===== config.mk =====
export PLATFORM = sky130hd
export DESIGN_NAME = bayes_infer_master_flat
export DESIGN_NICKNAME = d
export VERILOG_FILES = /design/src/rtl/bayes_infer_master_if.sv /design/src/rtl/bayes_infer_master.sv /design/src/flat_wrapper.sv
export SDC_FILE = /design/constraint.sdc
export NUM_CORES = 1
export LEC_CHECK = 0
export CAP_MARGIN = 20
export CORE_MARGIN = 1.5
export CORE_UTILIZATION = 43
export DETAILED_ROUTE_END_ITERATION = 10
export PLACE_DENSITY_LB_ADDON = 0.25
export SLEW_MARGIN = 10
export SYNTH_ARGS = -nofsm -noshare
export SYNTH_HDL_FRONTEND = slang
export SYNTH_SLANG_ARGS = --single-unit
export TNS_END_PERCENT = 20

===== constraint.sdc =====
create_clock -name clk -period 3.43 [get_ports clk]
set_clock_uncertainty 0.15 [all_clocks]
set_input_delay 0.686 -clock clk [delete_from_list [all_inputs] [get_ports clk]]
set_output_delay 0.686 -clock clk [all_outputs]
set_load 0.05 [all_outputs]

===== src/rtl/bayes_infer_master_if.sv =====
// Bus bundle for bayes_infer_master: command port, result port and the
// AXI-Lite initiator channels. The master modport is the block's view,
// the slave modport is the environment (sequencer plus peripheral).
interface bayes_infer_master_if;
   // Command and result ports
   logic        cmd_valid;
   logic        cmd_ready;
   logic [35:0] cmd_obs;
   logic        cmd_stoch_log;
   logic        res_valid;
   logic        res_ready;
   logic [31:0] res_data;
   logic        res_err;
   // AXI-Lite write channels
   logic [31:0] aw_addr;
   logic        aw_valid;
   logic        aw_ready;
   logic [31:0] w_data;
   logic [3:0]  w_strb;
   logic        w_valid;
   logic        w_ready;
   logic [1:0]  b_resp;
   logic        b_valid;
   logic        b_ready;
   // AXI-Lite read channels
   logic [31:0] ar_addr;
   logic        ar_valid;
   logic        ar_ready;
   logic [31:0] r_data;
   logic [1:0]  r_resp;
   logic        r_valid;
   logic        r_ready;

   modport master (
      input  cmd_valid, cmd_obs, cmd_stoch_log, res_ready,
      input  aw_ready, w_ready, b_resp, b_valid, ar_ready, r_data, r_resp, r_valid,
      output cmd_ready, res_valid, res_data, res_err,
      output aw_addr, aw_valid, w_data, w_strb, w_valid, b_ready, ar_addr, ar_valid, r_ready
   );

   modport slave (
      output cmd_valid, cmd_obs, cmd_stoch_log, res_ready,
      output aw_ready, w_ready, b_resp, b_valid, ar_ready, r_data, r_resp, r_valid,
      input  cmd_ready, res_valid, res_data, res_err,
      input  aw_addr, aw_valid, w_data, w_strb, w_valid, b_ready, ar_addr, ar_valid, r_ready
   );
endinterface


===== src/rtl/bayes_infer_master.sv =====
// AXI-Lite initiator for the Bayesian-machine control peripheral.
// Takes one inference command, writes only configuration registers whose
// shadow copy is stale or invalid, then reads the result register and
// presents the four posterior bytes on the result port.
// Optional per-phase watchdog: define BAYES_MASTER_TIMEOUT_EN.
module bayes_infer_master #(
   parameter logic [31:0] BASE_ADDR      = 32'h0000_0000,
   parameter int unsigned TIMEOUT_CYCLES = 4096
) (
   input  logic                 clk,
   input  logic                 rst_n,
   bayes_infer_master_if.master bus_io
);

   localparam logic [31:0] RegBase = BASE_ADDR + 32'h2000;
   localparam int unsigned NumEntries = 5;

   typedef enum logic [2:0] {
      StIdle,
      StSelect,
      StWrReq,
      StWrResp,
      StRdReq,
      StRdResp,
      StResult
   } state_e;

   state_e      state_q, state_d;
   logic [35:0] obs_q, obs_d;
   logic        log_q, log_d;
   logic [2:0]  idx_q, idx_d;
   logic [8:0]  shadow_q [NumEntries];
   logic [8:0]  shadow_d [NumEntries];
   logic [4:0]  shadow_vld_q, shadow_vld_d;
   logic        aw_valid_q, aw_valid_d;
   logic        w_valid_q, w_valid_d;
   logic        ar_valid_q, ar_valid_d;
   logic [31:0] aw_addr_q, aw_addr_d;
   logic [31:0] w_data_q, w_data_d;
   logic [31:0] ar_addr_q, ar_addr_d;
   logic        b_got_q, b_got_d;
   logic [1:0]  b_resp_q, b_resp_d;
   logic [31:0] res_data_q, res_data_d;
   logic        res_err_q, res_err_d;
   logic        cmd_ready_q, b_ready_q, r_ready_q, res_valid_q;

   logic [8:0]  entry_val;
   logic        entry_dirty;
   logic [31:0] entry_addr;
   logic [1:0]  wr_resp;
   logic        tmo;

   // Current entry: value, target address and whether it needs a write
   always_comb begin
      entry_val = 9'd0;
      case (idx_q)
         3'd0:    entry_val = obs_q[8:0];
         3'd1:    entry_val = obs_q[17:9];
         3'd2:    entry_val = obs_q[26:18];
         3'd3:    entry_val = obs_q[35:27];
         3'd4:    entry_val = {8'd0, log_q};
         default: entry_val = 9'd0;
      endcase
      entry_dirty = 1'b0;
      if (idx_q < 3'd5) begin
         entry_dirty = !shadow_vld_q[idx_q] || (shadow_q[idx_q] != entry_val);
      end
      // Entries 0..4 live in registers 3..7
      entry_addr = RegBase + {27'd0, idx_q + 3'd3, 2'b00};
   end

`ifdef BAYES_MASTER_TIMEOUT_EN
   logic [31:0] tmo_cnt_q;
   logic        in_phase;

   assign in_phase = state_q inside {StWrReq, StWrResp, StRdReq, StRdResp};
   assign tmo      = in_phase && (tmo_cnt_q == TIMEOUT_CYCLES - 1);

   // Watchdog restarts on every state change, so each bus phase gets its own budget
   always_ff @(posedge clk or negedge rst_n) begin
      if (!rst_n) begin
         tmo_cnt_q <= '0;
      end else if (state_d != state_q) begin
         tmo_cnt_q <= '0;
      end else if (in_phase) begin
         tmo_cnt_q <= tmo_cnt_q + 32'd1;
      end
   end
`else
   logic unused_tmo_cfg;

   assign tmo            = 1'b0;
   assign unused_tmo_cfg = ^TIMEOUT_CYCLES;
`endif

   // Sequencing FSM: next state, bus channel state and shadow updates
   always_comb begin
      state_d      = state_q;
      obs_d        = obs_q;
      log_d        = log_q;
      idx_d        = idx_q;
      shadow_d     = shadow_q;
      shadow_vld_d = shadow_vld_q;
      aw_valid_d   = aw_valid_q;
      w_valid_d    = w_valid_q;
      ar_valid_d   = ar_valid_q;
      aw_addr_d    = aw_addr_q;
      w_data_d     = w_data_q;
      ar_addr_d    = ar_addr_q;
      b_got_d      = b_got_q;
      b_resp_d     = b_resp_q;
      res_data_d   = res_data_q;
      res_err_d    = res_err_q;
      wr_resp      = 2'b00;

      unique case (state_q)
         StIdle: begin
            if (bus_io.cmd_valid && cmd_ready_q) begin
               obs_d     = bus_io.cmd_obs;
               log_d     = bus_io.cmd_stoch_log;
               res_err_d = 1'b0;
               idx_d     = 3'd0;
               state_d   = StSelect;
            end
         end
         StSelect: begin
            if (entry_dirty) begin
               aw_valid_d = 1'b1;
               w_valid_d  = 1'b1;
               aw_addr_d  = entry_addr;
               w_data_d   = {23'd0, entry_val};
               b_got_d    = 1'b0;
               state_d    = StWrReq;
            end else if (idx_q >= 3'd4) begin
               // Last entry clean (or all written): go straight to the read
               ar_valid_d = 1'b1;
               ar_addr_d  = RegBase;
               state_d    = StRdReq;
            end else begin
               idx_d = idx_q + 3'd1;
            end
         end
         StWrReq: begin
            if (aw_valid_q && bus_io.aw_ready) aw_valid_d = 1'b0;
            if (w_valid_q && bus_io.w_ready) w_valid_d = 1'b0;
            // b_ready is high here, so an early response must be kept
            if (bus_io.b_valid) begin
               b_got_d  = 1'b1;
               b_resp_d = bus_io.b_resp;
            end
            if (!aw_valid_d && !w_valid_d) state_d = StWrResp;
         end
         StWrResp: begin
            if (b_got_q || bus_io.b_valid) begin
               wr_resp = b_got_q ? b_resp_q : bus_io.b_resp;
               if (wr_resp == 2'b00) begin
                  shadow_d[idx_q]     = entry_val;
                  shadow_vld_d[idx_q] = 1'b1;
               end else begin
                  res_err_d           = 1'b1;
                  shadow_vld_d[idx_q] = 1'b0;
               end
               b_got_d = 1'b0;
               idx_d   = idx_q + 3'd1;
               state_d = StSelect;
            end
         end
         StRdReq: begin
            if (ar_valid_q && bus_io.ar_ready) begin
               ar_valid_d = 1'b0;
               state_d    = StRdResp;
            end
         end
         StRdResp: begin
            if (bus_io.r_valid) begin
               res_data_d = bus_io.r_data;
               if (bus_io.r_resp != 2'b00) res_err_d = 1'b1;
               state_d = StResult;
            end
         end
         StResult: begin
            if (res_valid_q && bus_io.res_ready) state_d = StIdle;
         end
         default: state_d = StIdle;
      endcase

      // Watchdog abandons the phase; peripheral state is unknown afterwards
      if (tmo) begin
         aw_valid_d   = 1'b0;
         w_valid_d    = 1'b0;
         ar_valid_d   = 1'b0;
         b_got_d      = 1'b0;
         res_err_d    = 1'b1;
         shadow_vld_d = '0;
         res_data_d   = '0;
         state_d      = StResult;
      end
   end

   // State and datapath registers
   always_ff @(posedge clk or negedge rst_n) begin
      if (!rst_n) begin
         state_q      <= StIdle;
         obs_q        <= '0;
         log_q        <= 1'b0;
         idx_q        <= '0;
         shadow_q     <= '{default: '0};
         shadow_vld_q <= '0;
         aw_valid_q   <= 1'b0;
         w_valid_q    <= 1'b0;
         ar_valid_q   <= 1'b0;
         aw_addr_q    <= '0;
         w_data_q     <= '0;
         ar_addr_q    <= '0;
         b_got_q      <= 1'b0;
         b_resp_q     <= '0;
         res_data_q   <= '0;
         res_err_q    <= 1'b0;
      end else begin
         state_q      <= state_d;
         obs_q        <= obs_d;
         log_q        <= log_d;
         idx_q        <= idx_d;
         shadow_q     <= shadow_d;
         shadow_vld_q <= shadow_vld_d;
         aw_valid_q   <= aw_valid_d;
         w_valid_q    <= w_valid_d;
         ar_valid_q   <= ar_valid_d;
         aw_addr_q    <= aw_addr_d;
         w_data_q     <= w_data_d;
         ar_addr_q    <= ar_addr_d;
         b_got_q      <= b_got_d;
         b_resp_q     <= b_resp_d;
         res_data_q   <= res_data_d;
         res_err_q    <= res_err_d;
      end
   end

   // Registered readies/valids so every output is zero while in reset
   always_ff @(posedge clk or negedge rst_n) begin
      if (!rst_n) begin
         cmd_ready_q <= 1'b0;
         b_ready_q   <= 1'b0;
         r_ready_q   <= 1'b0;
         res_valid_q <= 1'b0;
      end else begin
         cmd_ready_q <= (state_d == StIdle);
         b_ready_q   <= state_d inside {StWrReq, StWrResp};
         r_ready_q   <= state_d inside {StRdReq, StRdResp};
         res_valid_q <= (state_d == StResult);
      end
   end

   assign bus_io.cmd_ready = cmd_ready_q;
   assign bus_io.res_valid = res_valid_q;
   assign bus_io.res_data  = res_data_q;
   assign bus_io.res_err   = res_err_q;
   assign bus_io.aw_addr   = aw_addr_q;
   assign bus_io.aw_valid  = aw_valid_q;
   assign bus_io.w_data    = w_data_q;
   assign bus_io.w_strb    = 4'hF;
   assign bus_io.w_valid   = w_valid_q;
   assign bus_io.b_ready   = b_ready_q;
   assign bus_io.ar_addr   = ar_addr_q;
   assign bus_io.ar_valid  = ar_valid_q;
   assign bus_io.r_ready   = r_ready_q;

endmodule


===== src/flat_wrapper.sv =====
// flat-port wrapper written by rule: the top's interface ports become plain ports
module bayes_infer_master_flat 
#(
   parameter logic [31:0] BASE_ADDR      = 32'h0000_0000,
   parameter int unsigned TIMEOUT_CYCLES = 4096
)
  (clk, rst_n, bus_io_cmd_valid, bus_io_cmd_obs, bus_io_cmd_stoch_log, bus_io_res_ready, bus_io_aw_ready, bus_io_w_ready, bus_io_b_resp, bus_io_b_valid, bus_io_ar_ready, bus_io_r_data, bus_io_r_resp, bus_io_r_valid, bus_io_cmd_ready, bus_io_res_valid, bus_io_res_data, bus_io_res_err, bus_io_aw_addr, bus_io_aw_valid, bus_io_w_data, bus_io_w_strb, bus_io_w_valid, bus_io_b_ready, bus_io_ar_addr, bus_io_ar_valid, bus_io_r_ready);
  bayes_infer_master_if bus_io_i ();
  input  logic clk;
  input  logic rst_n;
  input wire logic [$bits(bus_io_i.cmd_valid)-1:0] bus_io_cmd_valid;
  input wire logic [$bits(bus_io_i.cmd_obs)-1:0] bus_io_cmd_obs;
  input wire logic [$bits(bus_io_i.cmd_stoch_log)-1:0] bus_io_cmd_stoch_log;
  input wire logic [$bits(bus_io_i.res_ready)-1:0] bus_io_res_ready;
  input wire logic [$bits(bus_io_i.aw_ready)-1:0] bus_io_aw_ready;
  input wire logic [$bits(bus_io_i.w_ready)-1:0] bus_io_w_ready;
  input wire logic [$bits(bus_io_i.b_resp)-1:0] bus_io_b_resp;
  input wire logic [$bits(bus_io_i.b_valid)-1:0] bus_io_b_valid;
  input wire logic [$bits(bus_io_i.ar_ready)-1:0] bus_io_ar_ready;
  input wire logic [$bits(bus_io_i.r_data)-1:0] bus_io_r_data;
  input wire logic [$bits(bus_io_i.r_resp)-1:0] bus_io_r_resp;
  input wire logic [$bits(bus_io_i.r_valid)-1:0] bus_io_r_valid;
  output wire logic [$bits(bus_io_i.cmd_ready)-1:0] bus_io_cmd_ready;
  output wire logic [$bits(bus_io_i.res_valid)-1:0] bus_io_res_valid;
  output wire logic [$bits(bus_io_i.res_data)-1:0] bus_io_res_data;
  output wire logic [$bits(bus_io_i.res_err)-1:0] bus_io_res_err;
  output wire logic [$bits(bus_io_i.aw_addr)-1:0] bus_io_aw_addr;
  output wire logic [$bits(bus_io_i.aw_valid)-1:0] bus_io_aw_valid;
  output wire logic [$bits(bus_io_i.w_data)-1:0] bus_io_w_data;
  output wire logic [$bits(bus_io_i.w_strb)-1:0] bus_io_w_strb;
  output wire logic [$bits(bus_io_i.w_valid)-1:0] bus_io_w_valid;
  output wire logic [$bits(bus_io_i.b_ready)-1:0] bus_io_b_ready;
  output wire logic [$bits(bus_io_i.ar_addr)-1:0] bus_io_ar_addr;
  output wire logic [$bits(bus_io_i.ar_valid)-1:0] bus_io_ar_valid;
  output wire logic [$bits(bus_io_i.r_ready)-1:0] bus_io_r_ready;
  assign bus_io_i.cmd_valid = bus_io_cmd_valid;
  assign bus_io_i.cmd_obs = bus_io_cmd_obs;
  assign bus_io_i.cmd_stoch_log = bus_io_cmd_stoch_log;
  assign bus_io_i.res_ready = bus_io_res_ready;
  assign bus_io_i.aw_ready = bus_io_aw_ready;
  assign bus_io_i.w_ready = bus_io_w_ready;
  assign bus_io_i.b_resp = bus_io_b_resp;
  assign bus_io_i.b_valid = bus_io_b_valid;
  assign bus_io_i.ar_ready = bus_io_ar_ready;
  assign bus_io_i.r_data = bus_io_r_data;
  assign bus_io_i.r_resp = bus_io_r_resp;
  assign bus_io_i.r_valid = bus_io_r_valid;
  assign bus_io_cmd_ready = bus_io_i.cmd_ready;
  assign bus_io_res_valid = bus_io_i.res_valid;
  assign bus_io_res_data = bus_io_i.res_data;
  assign bus_io_res_err = bus_io_i.res_err;
  assign bus_io_aw_addr = bus_io_i.aw_addr;
  assign bus_io_aw_valid = bus_io_i.aw_valid;
  assign bus_io_w_data = bus_io_i.w_data;
  assign bus_io_w_strb = bus_io_i.w_strb;
  assign bus_io_w_valid = bus_io_i.w_valid;
  assign bus_io_b_ready = bus_io_i.b_ready;
  assign bus_io_ar_addr = bus_io_i.ar_addr;
  assign bus_io_ar_valid = bus_io_i.ar_valid;
  assign bus_io_r_ready = bus_io_i.r_ready;
  bayes_infer_master #(.BASE_ADDR(BASE_ADDR), .TIMEOUT_CYCLES(TIMEOUT_CYCLES)) u_core (.clk(clk), .rst_n(rst_n), .bus_io(bus_io_i));
endmodule

==> flow_summary.ini <==
[sta]
fmax_mhz = 306.9
min_period_ns = 3.259
setup_viol = 0
tightest_slew_ns = 0.7215
hold_viol_final = 0
fin_tns_setup_ns = 0
max_slew_margin_pct = 51.90
setup_ws_ns = 0.1715
finalCritPeriodShare_pct = 95.00
slew_viol_final = 0
holdWs_ns = 0.1516

[floorplan]
coreArea_um2 = 16580
start_util_pct = 44.02
rows = 47
die_h_um = 133.3
die-area_um2 = 17770
io_pins = 222
die_w_um = 133.3

[synth]
ys_ff_latch = 150
synth_cell_type_count = 57
synth_ff_type = dfrtp_1
async_flop_share_pct = 100.0
syn-cell-area_um2 = 7300
synth_warnings = 0
synth.area.top_cells = dfrtp_1, mux2_2, buf_4
synth_top_area_share_pct = 51.42
synth.avg_cell_area_um2 = 10.89
netlist_instances = 670
synth_edf_count = 0
seq_area_frac_synth_pct = 51.42
yosysTopAreaCell = dfrtp_1

[final_layout]
mostFrequentLayoutCell = dfrtp_1
area_growth_pct = 27.41
drive_gt1_share_pct = 18.80
antenna_cells = 0
final_cell_mix = dfrtp_1, clkdlybuf4s50_1, conb_1
fin_area_um2 = 9300
fin_nets = 906

[clocking]
clock_latency_ns = 0.42
ctsLongestPathBuffers = 2
path_clk_slew_ns = 0.06
clockRootBuffer = clkbuf_16
ctsHtreeMaxLevel = 4
cts_tree = built
numCtsBuffers = 17
clock_sinks = 150

[pwr]
p_leak_uw = 0.004235
vdd_drop_max_mv = 0.5283
finalPower_uw = 7689
p_per_area_nw_per_um2 = 826.7

[drt]
dr.pass1.iters = 5
antenna_left = 0
drtIter0Drc = 298
drc = 0
wl_per_cell_um = 16.63
vias = 5319
routed_wl_um = 17460
vias_per_cell = 5.066

[place]
detailed_place_hpwl_um = 12750
preCtsSetupSlack_ns = 0.1351
portBuffers = 135
place_area_um2 = 8661
gp_congestion = 0.8834

[setup_path]
critical_path.endpoint_type = flop
critPathSlowestCell = dfrtp_2
worstSetupStartpointType = flop
cpPeakStageDelay_ns = 0.46
r2r-start = u_core.idx_q[0]
reg2reg_depth = 9
cp.arrival_ns = 3.47
worst-setup-path-type = reg2reg
r2r-end = u_core.bus_io.r_ready
required_ns = 3.64
path_common_cell = ha_1
path_max_fanout = 9
worst-r2r-setup-slack_ns = 0.17
cp_cell_sequence = ha_1, ha_1, a32oi_1, o21ai_0, a221o_1, nor4_4, a311oi_4, or3_4, nor2b_2

[hold_path]
hp-class = in2async

[flow_run]
maxCapViolCount = 0

[global_routing]
grt_max_degree = 76
track_usage_pct = 20.32
antenna_found_initial = 0
grt_pass1_vias = 5476
grt_remaining_overflow = 0
grt_pass1_wl_um = 28230

[run_status]
status = finished, final reports clean
-- power breakdown --
group / switching, uW / leakage [uW] / internal (uW)
Combinational: 2200 / 0.00196 / 1190
Sequential: 249 / 0.00200 / 2150
Clock: 730 / 0.000275 / 1160
-- kinds of logic after synthesis --
logic type,Yosys count,synth area share [%]
simple gates,155,9.959
flops,150,51.42
buf+inv,130,11.52
compound gates,129,11.16
mux,90,13.85
xor+xnor,8,0.9599
fa+ha+maj,6,1.028
other cells,2,0.1029
-- how the worst max path moves through the flow --
stage	startpoint	end	slack, ns	depth (start not counted)
2_1_floorplan	u_core.idx_q[0]	u_core.bus_io.cmd_ready	0.17	12
3_3_place_gp	u_core.idx_q[0]	u_core.bus_io.aw_addr[2]	0.25	10
3_5_place_dp	u_core.idx_q[0]	u_core.bus_io.cmd_ready	0.14	10
4_1_cts	u_core.idx_q[0]	u_core.bus_io.cmd_ready	0.07	10
5_1_grt	u_core.idx_q[1]	u_core.bus_io.r_ready	-0.07	11
6_report	u_core.idx_q[0]	u_core.bus_io.r_ready	0.17	9
-- sequential cells by signal (all words and copies together) (netlist names), 2 cells and up, named ones only --
name / count
u_core.shadow_q: 45
u_core.obs_q: 36
u_core.bus_io.res_data: 32
u_core.bus_io.w_data: 9
u_core.bus_io.aw_addr: 4
u_core.idx_q: 3
u_core.state_q: 3
u_core.b_resp_q: 2
-- cells in the mapped netlist (all sizes together), types with 4 or more instances --
cell type,number
o21ai,42
a21oi,37
dfrtp,150
nand3,8
clkbuf,15
mux2,78
nand2b,11
mux2i,11
nand2,62
nor3,6
inv,11
nor2,47
buf,103
a2bb2oi,4
o22ai,5
a22oi,5
xor2,7
a222oi,8
ha,6
nor2b,5
a31oi,4
-- final cells by class --
cell class / instances / area (um^2)
Fill cell: 1385 / 7283
Tap cell: 220 / 275.3
Sequential cell: 150 / 3755
Multi-Input combinational cell: 474 / 3053
Clock buffer: 20 / 446.7
Timing Repair Buffer: 163 / 1575
Inverter: 12 / 45.04
Clock inverter: 11 / 150.1
-- through the flow --
stage	utilization (%)	instances
after floorplan	-	754
after global placement	52.23	1017
after detailed placement	52.23	1017
after CTS	55.82	1048
after global routing	56.08	1050
final	56.08	1050
-- metal layers --
metal / vias to the layer above / global-route usage [%] / share of wire (%)
met2: 250 / 33.82 / 49
met5: - / 0 / 0
met4: 0 / 7.911 / 1.7
li1: 2438 / - / -
met1: 2606 / 25.39 / 41
met3: 25 / 5.289 / 7.6
-- worst max-delay path, delay by kind of cell, from the launching register on --
| kind | cells | cell delay, ns |
|---|---|---|
| flip-flops | 1 | 0.46 |
| adder cells (fa/ha/maj) | 2 | 0.54 |
| AND/OR/NAND/NOR | 3 | 0.92 |
| AO/OA/AOI/OAI | 4 | 1.12 |
-- repair_timing --
| action | 4_1_cts | 5_1_grt |
|---|---|---|
| endpoints found under the setup margin | 0 | 19 |
| hold buffers | 0 | 0 |
| gates resized for setup | 0 | 6 |
| setup buffers | 0 | 2 |
Power figures use the tool's default switching activity.
